--- config.mk ---
export PLATFORM = sky130hd
export DESIGN_NAME = neuron_writeback
export DESIGN_NICKNAME = d
export VERILOG_FILES = /design/src/rtl/neuron_writeback.sv
export SDC_FILE = /design/constraint.sdc
export NUM_CORES = 1
export LEC_CHECK = 0
export ABC_AREA = 0
export CORE_MARGIN = 8
export CORE_UTILIZATION = 30
export DETAILED_ROUTE_END_ITERATION = 12
export GPL_TIMING_DRIVEN = 0
export PLACE_DENSITY = 0.47
export SYNTH_ARGS = -nofsm -noshare
export SYNTH_HDL_FRONTEND = slang
export SYNTH_SLANG_ARGS = --single-unit
--- constraint.sdc ---
create_clock -name clk -period 8.32 [get_ports clk]
set_input_delay 2.496 -clock clk [delete_from_list [all_inputs] [get_ports clk]]
set_output_delay 2.496 -clock clk [all_outputs]
set_load 0.05 [all_outputs]
--- src/rtl/neuron_writeback.sv ---
// rtl/neuron_writeback.sv - rescale/activate accumulator results, buffer and write back to neuron RAM
// Optional ReLU with unsigned saturation when WB_RELU_EN is defined; signed saturation otherwise.
module neuron_writeback #(
  parameter int DATA_W     = 8,
  parameter int ACC_W      = 16,
  parameter int ADDR_W     = 8,
  parameter int FRAC_BITS  = 4,
  parameter int FIFO_DEPTH = 4
) (
  input  logic              clk,
  input  logic              reset,
  input  logic              layer_start,
  input  logic [ADDR_W-1:0] write_base,
  input  logic [7:0]        layer_size,
  input  logic [ACC_W-1:0]  acc_in,
  input  logic              acc_valid,
  output logic              acc_ready,
  output logic              wr_en,
  output logic [ADDR_W-1:0] wr_addr,
  output logic [DATA_W-1:0] wr_data,
  input  logic              ram_ready,
  output logic              layer_done,
  output logic              busy,
  output logic              protocol_err
);

  localparam int PW = $clog2(FIFO_DEPTH);

  typedef enum logic [1:0] {IDLE, ACTIVE, DONE} state_t;

  state_t state, state_nxt;

  logic [ADDR_W-1:0] base_q;
  logic [7:0]        size_q;
  logic [7:0]        accepted;
  logic [7:0]        written;

  logic [DATA_W-1:0] fifo_mem [FIFO_DEPTH];
  logic [PW:0]       wr_ptr;
  logic [PW:0]       rd_ptr;
  logic              fifo_empty;
  logic              fifo_full;
  logic              push;
  logic              pop;

  logic signed [ACC_W-1:0] shifted;
  logic [DATA_W-1:0]       act_val;

  // Pointers carry one extra wrap bit to tell full from empty.
  assign fifo_empty = (wr_ptr == rd_ptr);
  assign fifo_full  = (wr_ptr[PW] != rd_ptr[PW]) && (wr_ptr[PW-1:0] == rd_ptr[PW-1:0]);

  assign acc_ready  = (state == ACTIVE) && !fifo_full && (accepted < size_q);
  assign wr_en      = (state == ACTIVE) && !fifo_empty;
  assign push       = acc_valid && acc_ready;
  assign pop        = wr_en && ram_ready;

  assign wr_addr    = wr_en ? (base_q + ADDR_W'(written)) : '0;
  assign wr_data    = wr_en ? fifo_mem[rd_ptr[PW-1:0]] : '0;
  assign layer_done = (state == DONE);
  assign busy       = (state != IDLE);

  assign shifted = $signed(acc_in) >>> FRAC_BITS;

`ifdef WB_RELU_EN
  localparam logic signed [ACC_W-1:0] U_MAX = ACC_W'((1 << DATA_W) - 1);

  always_comb begin
    act_val = shifted[DATA_W-1:0];
    if (shifted < 0)
      act_val = '0;
    else if (shifted > U_MAX)
      act_val = '1;
  end
`else
  localparam logic signed [ACC_W-1:0] S_MAX = ACC_W'((1 << (DATA_W - 1)) - 1);
  localparam logic signed [ACC_W-1:0] S_MIN = ~S_MAX;

  always_comb begin
    act_val = shifted[DATA_W-1:0];
    if (shifted > S_MAX)
      act_val = {1'b0, {(DATA_W-1){1'b1}}};
    else if (shifted < S_MIN)
      act_val = {1'b1, {(DATA_W-1){1'b0}}};
  end
`endif

  always_comb begin
    state_nxt = state;
    case (state)
      IDLE: begin
        if (layer_start)
          state_nxt = (layer_size == 8'd0) ? DONE : ACTIVE;
      end
      ACTIVE: begin
        if (pop && (written + 8'd1 == size_q))
          state_nxt = DONE;
      end
      DONE:    state_nxt = IDLE;
      default: state_nxt = IDLE;
    endcase
  end

  always_ff @(posedge clk) begin
    if (reset) begin
      state        <= IDLE;
      base_q       <= '0;
      size_q       <= '0;
      accepted     <= '0;
      written      <= '0;
      wr_ptr       <= '0;
      rd_ptr       <= '0;
      protocol_err <= 1'b0;
    end else begin
      state <= state_nxt;
      if (state == IDLE && layer_start) begin
        base_q   <= write_base;
        size_q   <= layer_size;
        accepted <= '0;
        written  <= '0;
      end
      if (push) begin
        wr_ptr   <= wr_ptr + 1'b1;
        accepted <= accepted + 8'd1;
      end
      if (pop) begin
        rd_ptr  <= rd_ptr + 1'b1;
        written <= written + 8'd1;
      end
      // Extra results past the layer size and restarts mid-layer are both sticky faults.
      if ((layer_start && state != IDLE) ||
          (acc_valid && state == ACTIVE && accepted == size_q))
        protocol_err <= 1'b1;
    end
  end

  always_ff @(posedge clk) begin
    if (push)
      fifo_mem[wr_ptr[PW-1:0]] <= act_val;
  end

endmodule

### Word level (Yosys, flattened, before mapping)

Memories as Yosys holds them, arrays and structs flattened. A register that Yosys moved wholly into a read port is not among the register bits.
Cells that the tools add are included.

| word-level totals | value |
|---|---|
| bits in registers | 41 |
| memory bits (writable) | 32 |
| input bits | 37 |
| output and inout bits | 21 |
| logic and storage cells | 61 |
| memories kept | 1 |

| cells by class | value |
|---|---|
| add/subtract/negate cells | 5 |
| magnitude comparators | 3 |
| equality and inequality tests | 9 |
| mux-type cells | 15 |
| reductions and logical operators | 20 |

Memory list:

| name | words | width | rd ports | clocked after Yosys merged registers in | write ports | line | source |
|---|---|---|---|---|---|---|---|
| fifo_mem | 4 | 8 | 1 | 1 | 1 | 38 | `logic [DATA_W-1:0] fifo_mem [FIFO_DEPTH];` |

Operator list:

| kind | count |
|---|---|
| 8-bit two-way mux | 7 |
| 8-bit by 1-bit adder with 8-bit output, second input constant | 2 |
| 8-bit equality test | 2 |
| 12-bit by 8-bit > comparator with 1-bit output, second input constant | 1 |
| 12-bit by 8-bit less-than comparator with 1-bit output, second input constant | 1 |
| 1-bit logical AND | 11 |
| 2-bit two-way mux | 5 |
| 8-bit adder | 1 |
| 8-bit logical NOT | 1 |
| 8-bit less-than comparator | 1 |
| 3-bit by 1-bit adder with 3-bit output, second input constant | 2 |
| 2-bit nonzero test | 3 |
| 2-bit case mux with 2 select lines | 1 |
| 3-bit equality test | 1 |
| 2-bit by 1-bit equality test with 1-bit output, second input constant | 1 |
| 2-bit equality test | 1 |
| 2-bit equality test, second input constant | 1 |
| 1-bit logical NOT | 2 |
| 2-bit logical NOT | 1 |
| 1-bit two-way mux | 2 |
| 2-bit by 1-bit != test with 1-bit output, second input constant | 1 |
| 2-bit != test, second input constant | 1 |
| 2-bit AND reduction | 1 |
| 1-bit logical OR | 1 |
| 1-bit != test | 1 |

### Depth between registers and ports, before layout

| logic depth | value |
|---|---|
| word-level depth | 8 |
| gate-level depth with buffers | 10 |
| gate-level depth less buffers | 8 |

### Worst setup path after synthesis

No wires, ideal clock.

| path | value |
|---|---|
| kind | register to output |
| start | register size_q[1] |
| end | output port acc_ready |
| data arrival time | 2.634 ns |
| data required time | 5.824 ns |
| setup slack | 3.190 ns |
| stages on the path, launching flop included | 7 |
| buffers on the path | 0 |
| cell sequence | dfxtp_1 > inv_1 > ha_1 > nor2b_1 > o211ai_1 > a21oi_1 > nor4_1 |

| between the ends | value |
|---|---|
| word-level cells in the longest chain between the ends | 2 |

RTL lines:

| item | line | source |
|---|---|---|
| from (decl) | 34 | `logic [7:0] size_q;` |
| from (signal assigned) | 118 | `size_q <= layer_size;` |
| 8-bit less-than comparator | 53 | `assign acc_ready = (state == ACTIVE) && !fifo_full && (accepted < size_q);` |
| 1-bit logical AND | 53 |  |
| to (decl) | 17 | `output logic acc_ready,` |

Every way passes these cells.

### Final worst setup path

| path | value |
|---|---|
| start | register written[0] |
| end | output port wr_addr[6] |

| between the ends | value |
|---|---|
| word-level cells in the longest chain between the ends | 2 |

RTL lines:

| item | line | source |
|---|---|---|
| from (decl) | 36 | `logic [7:0] written;` |
| from (signal assigned) | 128 | `written <= written + 8'd1;` |
| 8-bit adder | 58 | `assign wr_addr = wr_en ? (base_q + ADDR_W'(written)) : '0;` |
| 8-bit two-way mux | 58 |  |
| to (decl) | 19 | `output logic [ADDR_W-1:0] wr_addr,` |

Every way passes these cells.

==> results.md <==
- H-Tree Level Count: 3
- Cell with the largest stage delay on the worst path: sky130_fd_sc_hd__clkdlybuf4s50_1
- Gp weighted congestion: 0.794
- Largest family of logic cells by synthesized area: simple AND/OR/NAND/NOR gates
- Final core area utilization: 38.9%
- Total buffers and inverters traversed by the critical path: 1
- Setup violators final: 0
- Net Switching: 210 uW
- Post-route fraction of the period consumed by the critical path: 66.1%
- Transition time of the tightest slew-check pin: 0.900 ns
- Maximum number of pins on one net before global-route repair: 15
- Detailed-routing iteration count for the pre-antenna-repair pass: 4
- Number of buffers inserted during clock tree synthesis: 9
- Worst-path maximum fanout: 7
- Filler cells: 1297
- Number of global-route vias before repair: 2938
- R2R cell count: 9
- Min Clock Period, post-route: 5.50 ns
- Port buffer count: 52
- Number of antenna violations at the first check in global routing: 0
- Post-route DRC violation count: 0
- Global routing usage summed across all routing layers: 11.7%
- Number of max-capacitance violations reported: 0
- Initial cell density of the core: 30.6%
- TritonCTS clock tree: done
- Synthesized netlist cell count: 389
- Detailed Route Iter0 Violations: 88
- Kind of cell with the highest combined delay on the critical path: buffers and inverters
- Post-synth design cell area: 3870 sq um
- Ranking of synthesized cells by area: sky130_fd_sc_hd__edfxtp_1 25%, sky130_fd_sc_hd__dfxtp_1 22%, sky130_fd_sc_hd__ha_1 7.1%
- Number of stages on the worst setup path: 9
- CTS max path bufs: 2
- PnR worst setup slack: 2.82 ns
- Unique cell type count in the Yosys netlist: 46
- GRT Residual Overflow: 0
- Proportion of netlist area held by the largest area contributor: 24.8%
- Worst IR drop on VDD: 0.0776 mV
- DPL Wire Length: 7.14 mm
- Avg Vias per Cell: 4.72
- Growth of design area from synthesis to finish: 27.0%
- Synthesized-area fraction occupied by ao, oa, aoi and oai cells: 11.3%
- Placement-stage worst setup slack: 3.14 ns
- Fraction of synthesized cell area in xor and xnor cells: 5.89%
- Simple-Gate Fraction of Synth Area: 19.7%
- YS warnings: 0
- Number of nets in the synthesized netlist: 449
- Width of the die: 130 um
- Final-report max-slew violation count: 0
- Number of nets with antenna violations after routing: 0
- Post-synthesis adder-cell area fraction: 7.64%
- Final-layout setup total negative slack: 0 ns
- Result of the run: finished clean
- Sink count of the clock tree: 75
- Combinational power share: 10.6%
- Setup repair after global routing missed its margin: no
- Leakage Power: 1.72 nW
- Leading area contributor after synthesis: sky130_fd_sc_hd__edfxtp_1
- Skew-Pair Late Insertion Delay: 0.34 ns
- Count of inserted antenna diode cells: 0
- Post-CTS Hold Fix Bufs: 0
- Root cell of the clock tree: sky130_fd_sc_hd__clkbuf_16
- Row cnt: 41
- DP Area: 4620 sq um
- Max_slew headroom: 39.2%
- Pwr per Cell Area: 179 nW/um^2
- Share of power burned in registers: 45.5%
- WP data required: 5.82 ns
- Max Clock Skew: 0.00823 ns
- Clock Pin Slew Worst Setup and Hold Paths: 0.06 ns
- Post-cts repair resize count: 0
- Series of cell instances along the critical path: ha_1, fa_1, a21o_1, a21oi_1, o21bai_1, a21oi_1, xor2_1, nor2_1, clkdlybuf4s50_1
- Critical path capture point type: output port
- Die height: 130 um
- Proportion of power drawn by the clock network: 43.8%
- Syn Area/Cell: 9.94 sq um
- Average detailed-routed wire length per instance: 15.0 um
- Crit Path Category: register to output port
- Num ports: 58
- Worst hold stages: 2
- Final design instance area without fill: 4910 sq um
- Vias: 2975
- P_int: 668 uW
- Final wirelength: 9.42 mm
- Fin nets: 513
- Cell repeated most along the worst path: sky130_fd_sc_hd__a21oi_1
- Die outline area: 16800 sq um
- Setup fix buffers added after clock tree synthesis: 0
- Fraction of final layout cells with drive strength greater than 1: 6.33%
- Classification of the worst-slack hold path: register to register
- Highest clock frequency the design can meet: 182 MHz
- Post-synthesis sequential element count: 75
- Sw Ratio: 24.0%
- Global-route wire length before repair: 15.2 mm
- Hold Violations, Final: 0
- Post-synthesis mux area share: 4.92%
- Critical path's largest stage delay: 0.81 ns
- Kind of launch point of the worst setup path: register
- Register area share after synthesis: 47.1%
- Area of the core region: 12600 sq um
- Arrival time at the worst endpoint: 3.00 ns
-- worst register-to-register path, delay by kind of cell (launching register included) --
kind | cells | cell delay, ns
AOI/OAI and AO/OA | 1 | 0.15
buffers and inverters | 3 | 0.78
DFF | 1 | 0.30
and+or+nand+nor | 4 | 1.31
adders and majority gates | 1 | 0.31
-- cell usage after synthesis (all sizes together) --
library cell,count
nand2b,1
o41ai,2
o21ai,7
a21oi,36
nand2,48
mux2i,1
nand3,17
nor3b,3
nor4,4
a211oi,5
o21bai,1
xnor2,15
buf,3
and2,8
nand3b,12
o311ai,1
fa,1
o31ai,1
edfxtp,32
and2b,1
ha,22
or3,5
or4,1
a31o,1
and4,2
a31oi,7
o211ai,1
a21o,3
nand4,3
or2,1
clkbuf,16
nor2,27
nor3,3
mux4,8
inv,14
o21a,7
xor2,11
nand4b,1
o31a,1
and3,3
dfxtp,43
nor2b,10
-- cell families (layout without fill, tap and decap cells) --
group	Yosys count	in the layout
and+or+nand+nor	150	150
DFF	75	75
AOI/OAI and AO/OA	73	73
buffers and inverters	33	102
xor gates and xnor gates	26	26
adders and majority gates	23	23
muxes	9	9
-- layout by cell type, fill, tap and decap left out, drive strengths merged, types with 4 or more instances in the layout --
master and n:
mux4 8, nor2b 10, xor2 11, a211oi 5, nand3 17, a21oi 36, edfxtp 32, ha 22
and2 8, nand2 48, buf 4, a31oi 7, o21a 7, o21ai 7, clkdlybuf4s50 52, xnor2 15
inv 15, nor4 4, dfxtp 43, clkbuf 27, or3 5, nand3b 12, nor2 27
-- power groups by stage --
stage | sequential (mW) | combinational [mW] | clock, mW
after floorplan | 0.407 | 0.0552 | 0
after global placement | 0.408 | 0.0931 | 0
after detailed placement | 0.408 | 0.0942 | 0
after CTS | 0.400 | 0.0949 | 0.395
after global routing | 0.401 | 0.103 | 0.411
final | 0.400 | 0.0933 | 0.385
-- through the flow --
step | power, mW | std cells | hold slack [ns]
global placement | 0.501 | 613 | 0.449
CTS | 0.890 | 630 | 0.462
detailed placement | 0.502 | 614 | 0.451
global route | 0.915 | 630 | 0.481
finish | 0.878 | 630 | 0.459
floorplan | 0.463 | 389 | 0.436
-- registers in the layout, indices dropped and copies added, names as in the netlist, named ones only --
signal	flops
size_q	8
protocol_err	1
rd_ptr	3
accepted	8
written	8
wr_ptr	3
fifo_mem	32
state	2
base_q	8
-- routing by layer --
layer  global-route usage, %  vias to the layer above  share of wire (%)
met2                    18.8                       40                 47
met5                       0                        -                  0
met3                    3.12                        9                4.3
met1                    14.8                     1403                 47
li1                        -                     1523                  -
met4                    4.10                        0                1.2
-- final timing paths --
kind,start,slack [ns],end
max,written[0],2.82,wr_addr[6]
min,size_q[4],0.46,size_q[4]
max reg2reg,size_q[6],5.10,fifo_mem[0][5]
min reg2reg,size_q[4],0.46,size_q[4]
-- layout make-up --
type / instances / area (sq um) / area share, %
tap: 172 / 215 / 4.38
sequential: 75 / 1820 / 37.1
clock buffer: 11 / 233 / 4.74
timing repair buffer: 53 / 528 / 10.7
clock inverter: 5 / 63.8 / 1.30
buffer: 19 / 80.1 / 1.63
inverter: 14 / 52.6 / 1.07
multi-input combinational: 281 / 1920 / 39.0
No activity file was read; power rests on OpenSTA's default activity.
